--- config.mk ---
export PLATFORM = sky130hd
export DESIGN_NAME = wall_collision_flat
export DESIGN_NICKNAME = d
export VERILOG_FILES = /design/src/rtl/wall_pkg.sv /design/src/rtl/wall_collision_if.sv /design/src/rtl/rect_overlap.sv /design/src/rtl/wall_collision.sv /design/src/flat_wrapper.sv
export SDC_FILE = /design/constraint.sdc
export NUM_CORES = 1
export LEC_CHECK = 0
export ABC_AREA = 1
export CAP_MARGIN = 40
export CORE_ASPECT_RATIO = 0.5
export CORE_MARGIN = 8
export CORE_UTILIZATION = 55
export DETAILED_ROUTE_END_ITERATION = 10
export PLACE_DENSITY_LB_ADDON = 0.25
export SYNTH_ARGS = -nofsm -noshare
export SYNTH_HDL_FRONTEND = slang
export SYNTH_SLANG_ARGS = --single-unit
export TNS_END_PERCENT = 10
--- constraint.sdc ---
create_clock -name Clk -period 10 [get_ports Clk]
set_input_delay 1 -clock Clk [delete_from_list [all_inputs] [get_ports Clk]]
set_output_delay 1 -clock Clk [all_outputs]
set_load 0.005 [all_outputs]
--- src/rtl/wall_pkg.sv ---
// wall_pkg: shared wall geometry constants, types and orientation-dependent wall sizes
package wall_pkg;
    typedef logic [9:0] coord_t;
    localparam coord_t OBJ_SIZE = 10'd16;
    localparam coord_t HOR_W    = 10'd64;
    localparam coord_t HOR_H    = 10'd32;
    localparam coord_t VERT_W   = 10'd32;
    localparam coord_t VERT_H   = 10'd64;
    localparam coord_t X_MAX    = 10'd639;
    localparam coord_t Y_MAX    = 10'd479;
    localparam int NUM_WALLS    = 4;
    typedef struct packed {
        coord_t x;
        coord_t y;
        coord_t w;
        coord_t h;
    } wall_rect_t;
    // walls 0 and 2 are horizontal, walls 1 and 3 vertical; origin left at zero
    function automatic wall_rect_t wall_dims(input logic [1:0] idx);
        wall_rect_t r;
        r.x = '0;
        r.y = '0;
        r.w = idx[0] ? VERT_W : HOR_W;
        r.h = idx[0] ? VERT_H : HOR_H;
        return r;
    endfunction
endpackage

--- src/rtl/wall_collision_if.sv ---
// wall_collision_if: request/result bundle between motion logic and the collision checker
interface wall_collision_if;
    import wall_pkg::*;
    logic   Start;
    coord_t Next_X, Next_Y;
    coord_t X1, X2, X3, X4;
    coord_t Y1, Y2, Y3, Y4;
    logic   Busy;
    logic   Result_Valid;
    logic   Move_OK;
    logic [3:0] Hit_Mask;
    logic   Out_Of_Bounds;
    modport master (
        output Start, Next_X, Next_Y, X1, X2, X3, X4, Y1, Y2, Y3, Y4,
        input  Busy, Result_Valid, Move_OK, Hit_Mask, Out_Of_Bounds
    );
    modport slave (
        input  Start, Next_X, Next_Y, X1, X2, X3, X4, Y1, Y2, Y3, Y4,
        output Busy, Result_Valid, Move_OK, Hit_Mask, Out_Of_Bounds
    );
endinterface

--- src/rtl/rect_overlap.sv ---
// rect_overlap: inclusive-edge rectangle intersection in 11-bit math so x+w never wraps
module rect_overlap
    import wall_pkg::*;
(
    input  wall_rect_t a_i,
    input  wall_rect_t b_i,
    output logic       hit_o
);
    assign hit_o = (11'(a_i.x) <= 11'(b_i.x) + 11'(b_i.w)) &&
                   (11'(b_i.x) <= 11'(a_i.x) + 11'(a_i.w)) &&
                   (11'(a_i.y) <= 11'(b_i.y) + 11'(b_i.h)) &&
                   (11'(b_i.y) <= 11'(a_i.y) + 11'(a_i.h));
endmodule

--- src/rtl/wall_collision.sv ---
// wall_collision: checks a proposed sprite position against four walls, one wall per clock
module wall_collision
    import wall_pkg::*;
(
    input  logic             Clk,
    input  logic             Reset_n,
    wall_collision_if.slave  bus
);
    localparam logic [1:0] IDLE  = 2'd0;
    localparam logic [1:0] CHECK = 2'd1;
    localparam logic [1:0] DONE  = 2'd2;

    logic [1:0] state_q, state_d, idx_q, idx_d;
    logic [NUM_WALLS-1:0] acc_q, acc_d, hit_q;
    logic bnd_q, bnd_d, rv_q, ok_q, oob_q, hit, go;
    coord_t sx_q, sy_q;
    coord_t wx_q [NUM_WALLS];
    coord_t wy_q [NUM_WALLS];
    wall_rect_t obj, wall;

    assign go  = (state_q == IDLE) && bus.Start;
    assign obj = '{x: sx_q, y: sy_q, w: OBJ_SIZE, h: OBJ_SIZE};

    // current wall under test, selected by idx
    always_comb begin
        wall   = wall_dims(idx_q);
        wall.x = wx_q[idx_q];
        wall.y = wy_q[idx_q];
    end

    rect_overlap u_overlap (.a_i(obj), .b_i(wall), .hit_o(hit));

    // sequencer: accept request, step through walls, one DONE cycle
    always_comb begin
        state_d = state_q;
        idx_d   = idx_q;
        acc_d   = acc_q;
        bnd_d   = bnd_q;
        if (go) begin
            state_d = CHECK;
            idx_d   = '0;
            acc_d   = '0;
            bnd_d   = (11'(bus.Next_X) + 11'(OBJ_SIZE) > 11'(X_MAX)) ||
                      (11'(bus.Next_Y) + 11'(OBJ_SIZE) > 11'(Y_MAX));
        end else if (state_q == CHECK) begin
            acc_d[idx_q] = acc_q[idx_q] | hit;
            idx_d        = idx_q + 2'd1;
            state_d      = (idx_q == 2'd3) ? DONE : CHECK;
        end else if (state_q == DONE) begin
            state_d = IDLE;
        end
    end

    // sequencer state
    always_ff @(posedge Clk or negedge Reset_n) begin
        if (!Reset_n) begin
            state_q <= IDLE;
            idx_q   <= '0;
            acc_q   <= '0;
            bnd_q   <= 1'b0;
        end else begin
            state_q <= state_d;
            idx_q   <= idx_d;
            acc_q   <= acc_d;
            bnd_q   <= bnd_d;
        end
    end

    // snapshot of sprite and wall coordinates taken on an accepted request
    always_ff @(posedge Clk or negedge Reset_n) begin
        if (!Reset_n) begin
            sx_q <= '0;
            sy_q <= '0;
            wx_q <= '{default: '0};
            wy_q <= '{default: '0};
        end else if (go) begin
            sx_q <= bus.Next_X;
            sy_q <= bus.Next_Y;
            wx_q <= '{bus.X1, bus.X2, bus.X3, bus.X4};
            wy_q <= '{bus.Y1, bus.Y2, bus.Y3, bus.Y4};
        end
    end

    // published results, updated only when leaving DONE and held until the next one
    always_ff @(posedge Clk or negedge Reset_n) begin
        if (!Reset_n) begin
            rv_q  <= 1'b0;
            hit_q <= '0;
            oob_q <= 1'b0;
            ok_q  <= 1'b0;
        end else begin
            rv_q <= (state_q == DONE);
            if (state_q == DONE) begin
                hit_q <= acc_q;
                oob_q <= bnd_q;
                ok_q  <= (acc_q == '0) && !bnd_q;
            end
        end
    end

    assign bus.Busy          = (state_q != IDLE);
    assign bus.Result_Valid  = rv_q;
    assign bus.Hit_Mask      = hit_q;
    assign bus.Out_Of_Bounds = oob_q;
    assign bus.Move_OK       = ok_q;
endmodule

--- src/flat_wrapper.sv ---
// flat-port wrapper written by rule: the top's interface ports become plain ports
module wall_collision_flat import wall_pkg::*;
  (Clk, Reset_n, bus_Start, bus_Next_X, bus_Next_Y, bus_X1, bus_X2, bus_X3, bus_X4, bus_Y1, bus_Y2, bus_Y3, bus_Y4, bus_Busy, bus_Result_Valid, bus_Move_OK, bus_Hit_Mask, bus_Out_Of_Bounds);
  wall_collision_if bus_i ();
  input  logic Clk;
  input  logic Reset_n;
  input wire logic [$bits(bus_i.Start)-1:0] bus_Start;
  input wire logic [$bits(bus_i.Next_X)-1:0] bus_Next_X;
  input wire logic [$bits(bus_i.Next_Y)-1:0] bus_Next_Y;
  input wire logic [$bits(bus_i.X1)-1:0] bus_X1;
  input wire logic [$bits(bus_i.X2)-1:0] bus_X2;
  input wire logic [$bits(bus_i.X3)-1:0] bus_X3;
  input wire logic [$bits(bus_i.X4)-1:0] bus_X4;
  input wire logic [$bits(bus_i.Y1)-1:0] bus_Y1;
  input wire logic [$bits(bus_i.Y2)-1:0] bus_Y2;
  input wire logic [$bits(bus_i.Y3)-1:0] bus_Y3;
  input wire logic [$bits(bus_i.Y4)-1:0] bus_Y4;
  output wire logic [$bits(bus_i.Busy)-1:0] bus_Busy;
  output wire logic [$bits(bus_i.Result_Valid)-1:0] bus_Result_Valid;
  output wire logic [$bits(bus_i.Move_OK)-1:0] bus_Move_OK;
  output wire logic [$bits(bus_i.Hit_Mask)-1:0] bus_Hit_Mask;
  output wire logic [$bits(bus_i.Out_Of_Bounds)-1:0] bus_Out_Of_Bounds;
  assign bus_i.Start = bus_Start;
  assign bus_i.Next_X = bus_Next_X;
  assign bus_i.Next_Y = bus_Next_Y;
  assign bus_i.X1 = bus_X1;
  assign bus_i.X2 = bus_X2;
  assign bus_i.X3 = bus_X3;
  assign bus_i.X4 = bus_X4;
  assign bus_i.Y1 = bus_Y1;
  assign bus_i.Y2 = bus_Y2;
  assign bus_i.Y3 = bus_Y3;
  assign bus_i.Y4 = bus_Y4;
  assign bus_Busy = bus_i.Busy;
  assign bus_Result_Valid = bus_i.Result_Valid;
  assign bus_Move_OK = bus_i.Move_OK;
  assign bus_Hit_Mask = bus_i.Hit_Mask;
  assign bus_Out_Of_Bounds = bus_i.Out_Of_Bounds;
  wall_collision u_core (.Clk(Clk), .Reset_n(Reset_n), .bus(bus_i));
endmodule
==> summary.txt <==
Outcome -> finished clean
Worst reg2reg setup slack -> 6330 ps
Top FF cell, synth -> dfrtp_1
WL met3 -> 1400 um
Count leader, synth -> nand2_1
Wire length per cell -> 15.6 um
Pint -> 1.65 mW
Count of pins over their slew limit -> 0
Antenna violations before repair -> 0
Die width -> 174 um
Critical path endpoint category -> flop
CTS Root Cell -> clkbuf_16
Vias -> 6,102
CP required -> 10,310 ps
Critical Path Fanout Max -> 37
Synth cell types -> 41
Final Non-Filler Cells -> 1,158
Die height -> 94.8 um
Rel. slew slack -> 0.470
Sequential Power Share -> 0.284
Fmax -> 272 MHz
Post-layout minimum cycle time -> 3670 ps
Placed Cells -> 1,126
Total chip power -> 3.02 mW
Pleak -> 4.49 nW
Overflow after GRT -> 0
Worst setup SP type -> flop
Pwr dens -> 352 nW/um2
WL met2 -> 8010 um
Die area -> 16,500 um2
Number of flops mapped to enable cells by yosys -> 0
Sw power -> 1.37 mW
Routed Antenna Nets -> 0
Fraction of layout cells with a size suffix above 1 -> 0.0554
Syn nets -> 1,045
Post-Route Skew -> 7.95 ps
Worst hold path class -> reg2reg
CTS tree -> done
Number of vias per cell -> 5.27
Peak VDD IR -> 136 uV
Port Buffer Count -> 110
Pin count of the biggest net entering global routing -> 71
Drt total wl -> 18,000 um
Top Metal Used -> met4
Mapped Avg Cell Area -> 7.74 um2
Worst skew pair latency -> 420 ps
Post-synthesis instance total -> 882
Mapped Area -> 6830 um2
Diodes inserted -> 0
Clock Path Buffers -> 2
DRC -> 0
Worst slew pin tran -> 795 ps
RR Endpoint -> u_core.acc_q[1]
Filler cell count -> 929
Unrepaired setup endpoints after global routing -> no
Synth top area cells -> dfrtp_1 (43%), nand2_1 (21%), ha_1 (11%)
FFs w/ async S/R, synth -> 1.00
WHS Endpoint -> u_core.bus.Hit_Mask[1]
Clock power share -> 0.191
Sink Count -> 116
Commonest cells post-synth -> nand2_1 (381), dfrtp_1 (116), inv_1 (87)
Post-synth top area cell -> dfrtp_1
Starting density of the core -> 0.572
Hpwl dp -> 12,800 um
Worst Path Arrival -> 3980 ps
Hold depth -> 2
First-pass GRT wire length -> 29,400 um
Max_cap viols -> 0
# hold bufs at CTS -> 0
Worst-path clk slew -> 50 ps
Crit Path Category -> reg2reg
Register area share after synthesis -> 0.425
Yosys warns -> 0
Post-synth top area share -> 0.425
GRT Overall Usage -> 0.223
Number of cells upsized or downsized after cts -> 0
Core Box Area -> 11,900 um2
Num rows -> 28
Final setup fails -> 0
Final Hold Fails -> 0
Sw Ratio -> 0.454
Met1 WL -> 8400 um
Combinational fraction of design power -> 0.525
Postcts setup bufs -> 0
Fin crit share -> 0.367
TNS Setup -> 0 ps
Vias in the first global route -> 5,999
H-tree levels -> 4
DRT Pass-1 Iters -> 5
Fin nets -> 1,143
Worst Min Path Start -> u_core.bus.Hit_Mask[1]
P&R area growth vs syn -> 25.6%
GP Congestion -> 0.889
Drt first-iter violations -> 489
R2R cell count -> 17
CTS Buf Count -> 17
FF+latch count, synth -> 116
Origin of the critical flop-to-flop path -> u_core.idx_q[1]
I/O pin total -> 111
## worst max path at each step
stage               startpoint              end  slack (ps)  cells past startpoint
6_report       u_core.idx_q[1]  u_core.acc_q[1]        6330                     17
5_1_grt        u_core.idx_q[1]  u_core.acc_q[1]        6110                     17
2_1_floorplan  u_core.idx_q[0]  u_core.acc_q[0]        6690                     20
3_5_place_dp   u_core.idx_q[1]  u_core.acc_q[1]        6390                     17
3_3_place_gp   u_core.idx_q[1]  u_core.acc_q[0]        6580                     17
4_1_cts        u_core.idx_q[1]  u_core.acc_q[1]        6350                     17
## worst max-delay path, stage by stage, from the launching register on
cell	delay, ps
dfrtp_1	520
inv_2	570
o21ai_0	190
o22ai_1	300
ha_1	250
inv_1	60
fa_1	360
inv_1	90
nand3_1	90
xor2_1	160
ha_1	290
and3_1	190
nand4_1	110
nand3_2	100
nand4_4	110
nand3_1	80
nand2_1	60
inv_1	30
## routing by layer
metal	up-vias	GRT usage
met3	28	0.0665
met1	2866	0.298
met4	0	0.0636
met2	212	0.349
li1	2996	-
met5	-	0
## kinds of logic (layout without fill, tap and decap cells)
| logic type | count (synthesis) | count (layout) | share of synthesized area |
|---|---|---|---|
| fa+ha+maj | 60 | 60 | 0.112 |
| buf+inv | 125 | 236 | 0.0735 |
| simple gates | 459 | 459 | 0.273 |
| xor+xnor | 16 | 16 | 0.0205 |
| flops | 116 | 116 | 0.425 |
| compound gates | 106 | 106 | 0.0960 |
## per-stage QoR
stage          setup WS (ps)  utilization  hold WS [ps]  area, um2
2_1_floorplan           6690            -           444       6830
3_3_place_gp            6580        0.671           458       8010
3_5_place_dp            6390        0.671           460       8010
4_1_cts                 6350        0.718           477       8580
5_1_grt                 6110        0.718           491       8580
6_report                6330        0.718           473       8580
## cell type report
cell class,count,area [um2],area share
Clock buffer,18,439,0.0512
Inverter,89,334,0.0389
Timing Repair Buffer,115,1140,0.132
Multi-Input combinational cell,641,3430,0.400
Clock inverter,14,129,0.0150
Tap cell,165,206,0.0241
Sequential cell,116,2900,0.338
## power groups by stage
stage	Combinational [mW]	Sequential [mW]	Clock, mW
detailed placement	1.54	0.854	0
global placement	1.47	0.851	0
floorplan	1.15	0.806	0
global route	1.79	0.880	0.609
finish	1.58	0.858	0.578
CTS	1.57	0.852	0.585
## placed cells by master, fill, tap and decap left out, drive strengths merged
| cell type | synthesis | layout |
|---|---|---|
| dfrtp | 116 | 116 |
| a32oi | 11 | 11 |
| nor3 | 4 | 4 |
| o41ai | 1 | 1 |
| fa | 2 | 2 |
| ha | 58 | 58 |
| xor2 | 10 | 10 |
| a21oi | 30 | 30 |
| clkinvlp | 0 | 3 |
| o22ai | 3 | 3 |
| o31ai | 1 | 1 |
| and3 | 3 | 3 |
| buf | 16 | 6 |
| a32o | 1 | 1 |
| nand2 | 384 | 384 |
| a311oi | 1 | 1 |
| o21ai | 40 | 40 |
| xnor2 | 6 | 6 |
| nand3b | 5 | 5 |
| nor2 | 28 | 28 |
| a22o | 1 | 1 |
| o21a | 1 | 1 |
| nand3 | 24 | 24 |
| inv | 89 | 91 |
| bufinv | 0 | 1 |
| nor3b | 1 | 1 |
| clkinv | 0 | 8 |
| o211ai | 8 | 8 |
| a211oi | 1 | 1 |
| nor4 | 3 | 3 |
| clkbuf | 20 | 18 |
| a31oi | 1 | 1 |
| nand4 | 7 | 7 |
| clkdlybuf4s50 | 0 | 109 |
| a21o | 6 | 6 |
## registers in the layout, summed over array words and instances (netlist names)
signal,cells
u_core.idx_q,2
u_core.bus.Move_OK,1
u_core.sx_q,10
u_core.bnd_q,1
u_core.acc_q,4
u_core.wy_q,40
u_core.bus.Result_Valid,1
u_core.sy_q,10
u_core.bus.Hit_Mask,4
u_core.wx_q,40
u_core.state_q,2
u_core.bus.Out_Of_Bounds,1
(Power assumes the default switching activity.)
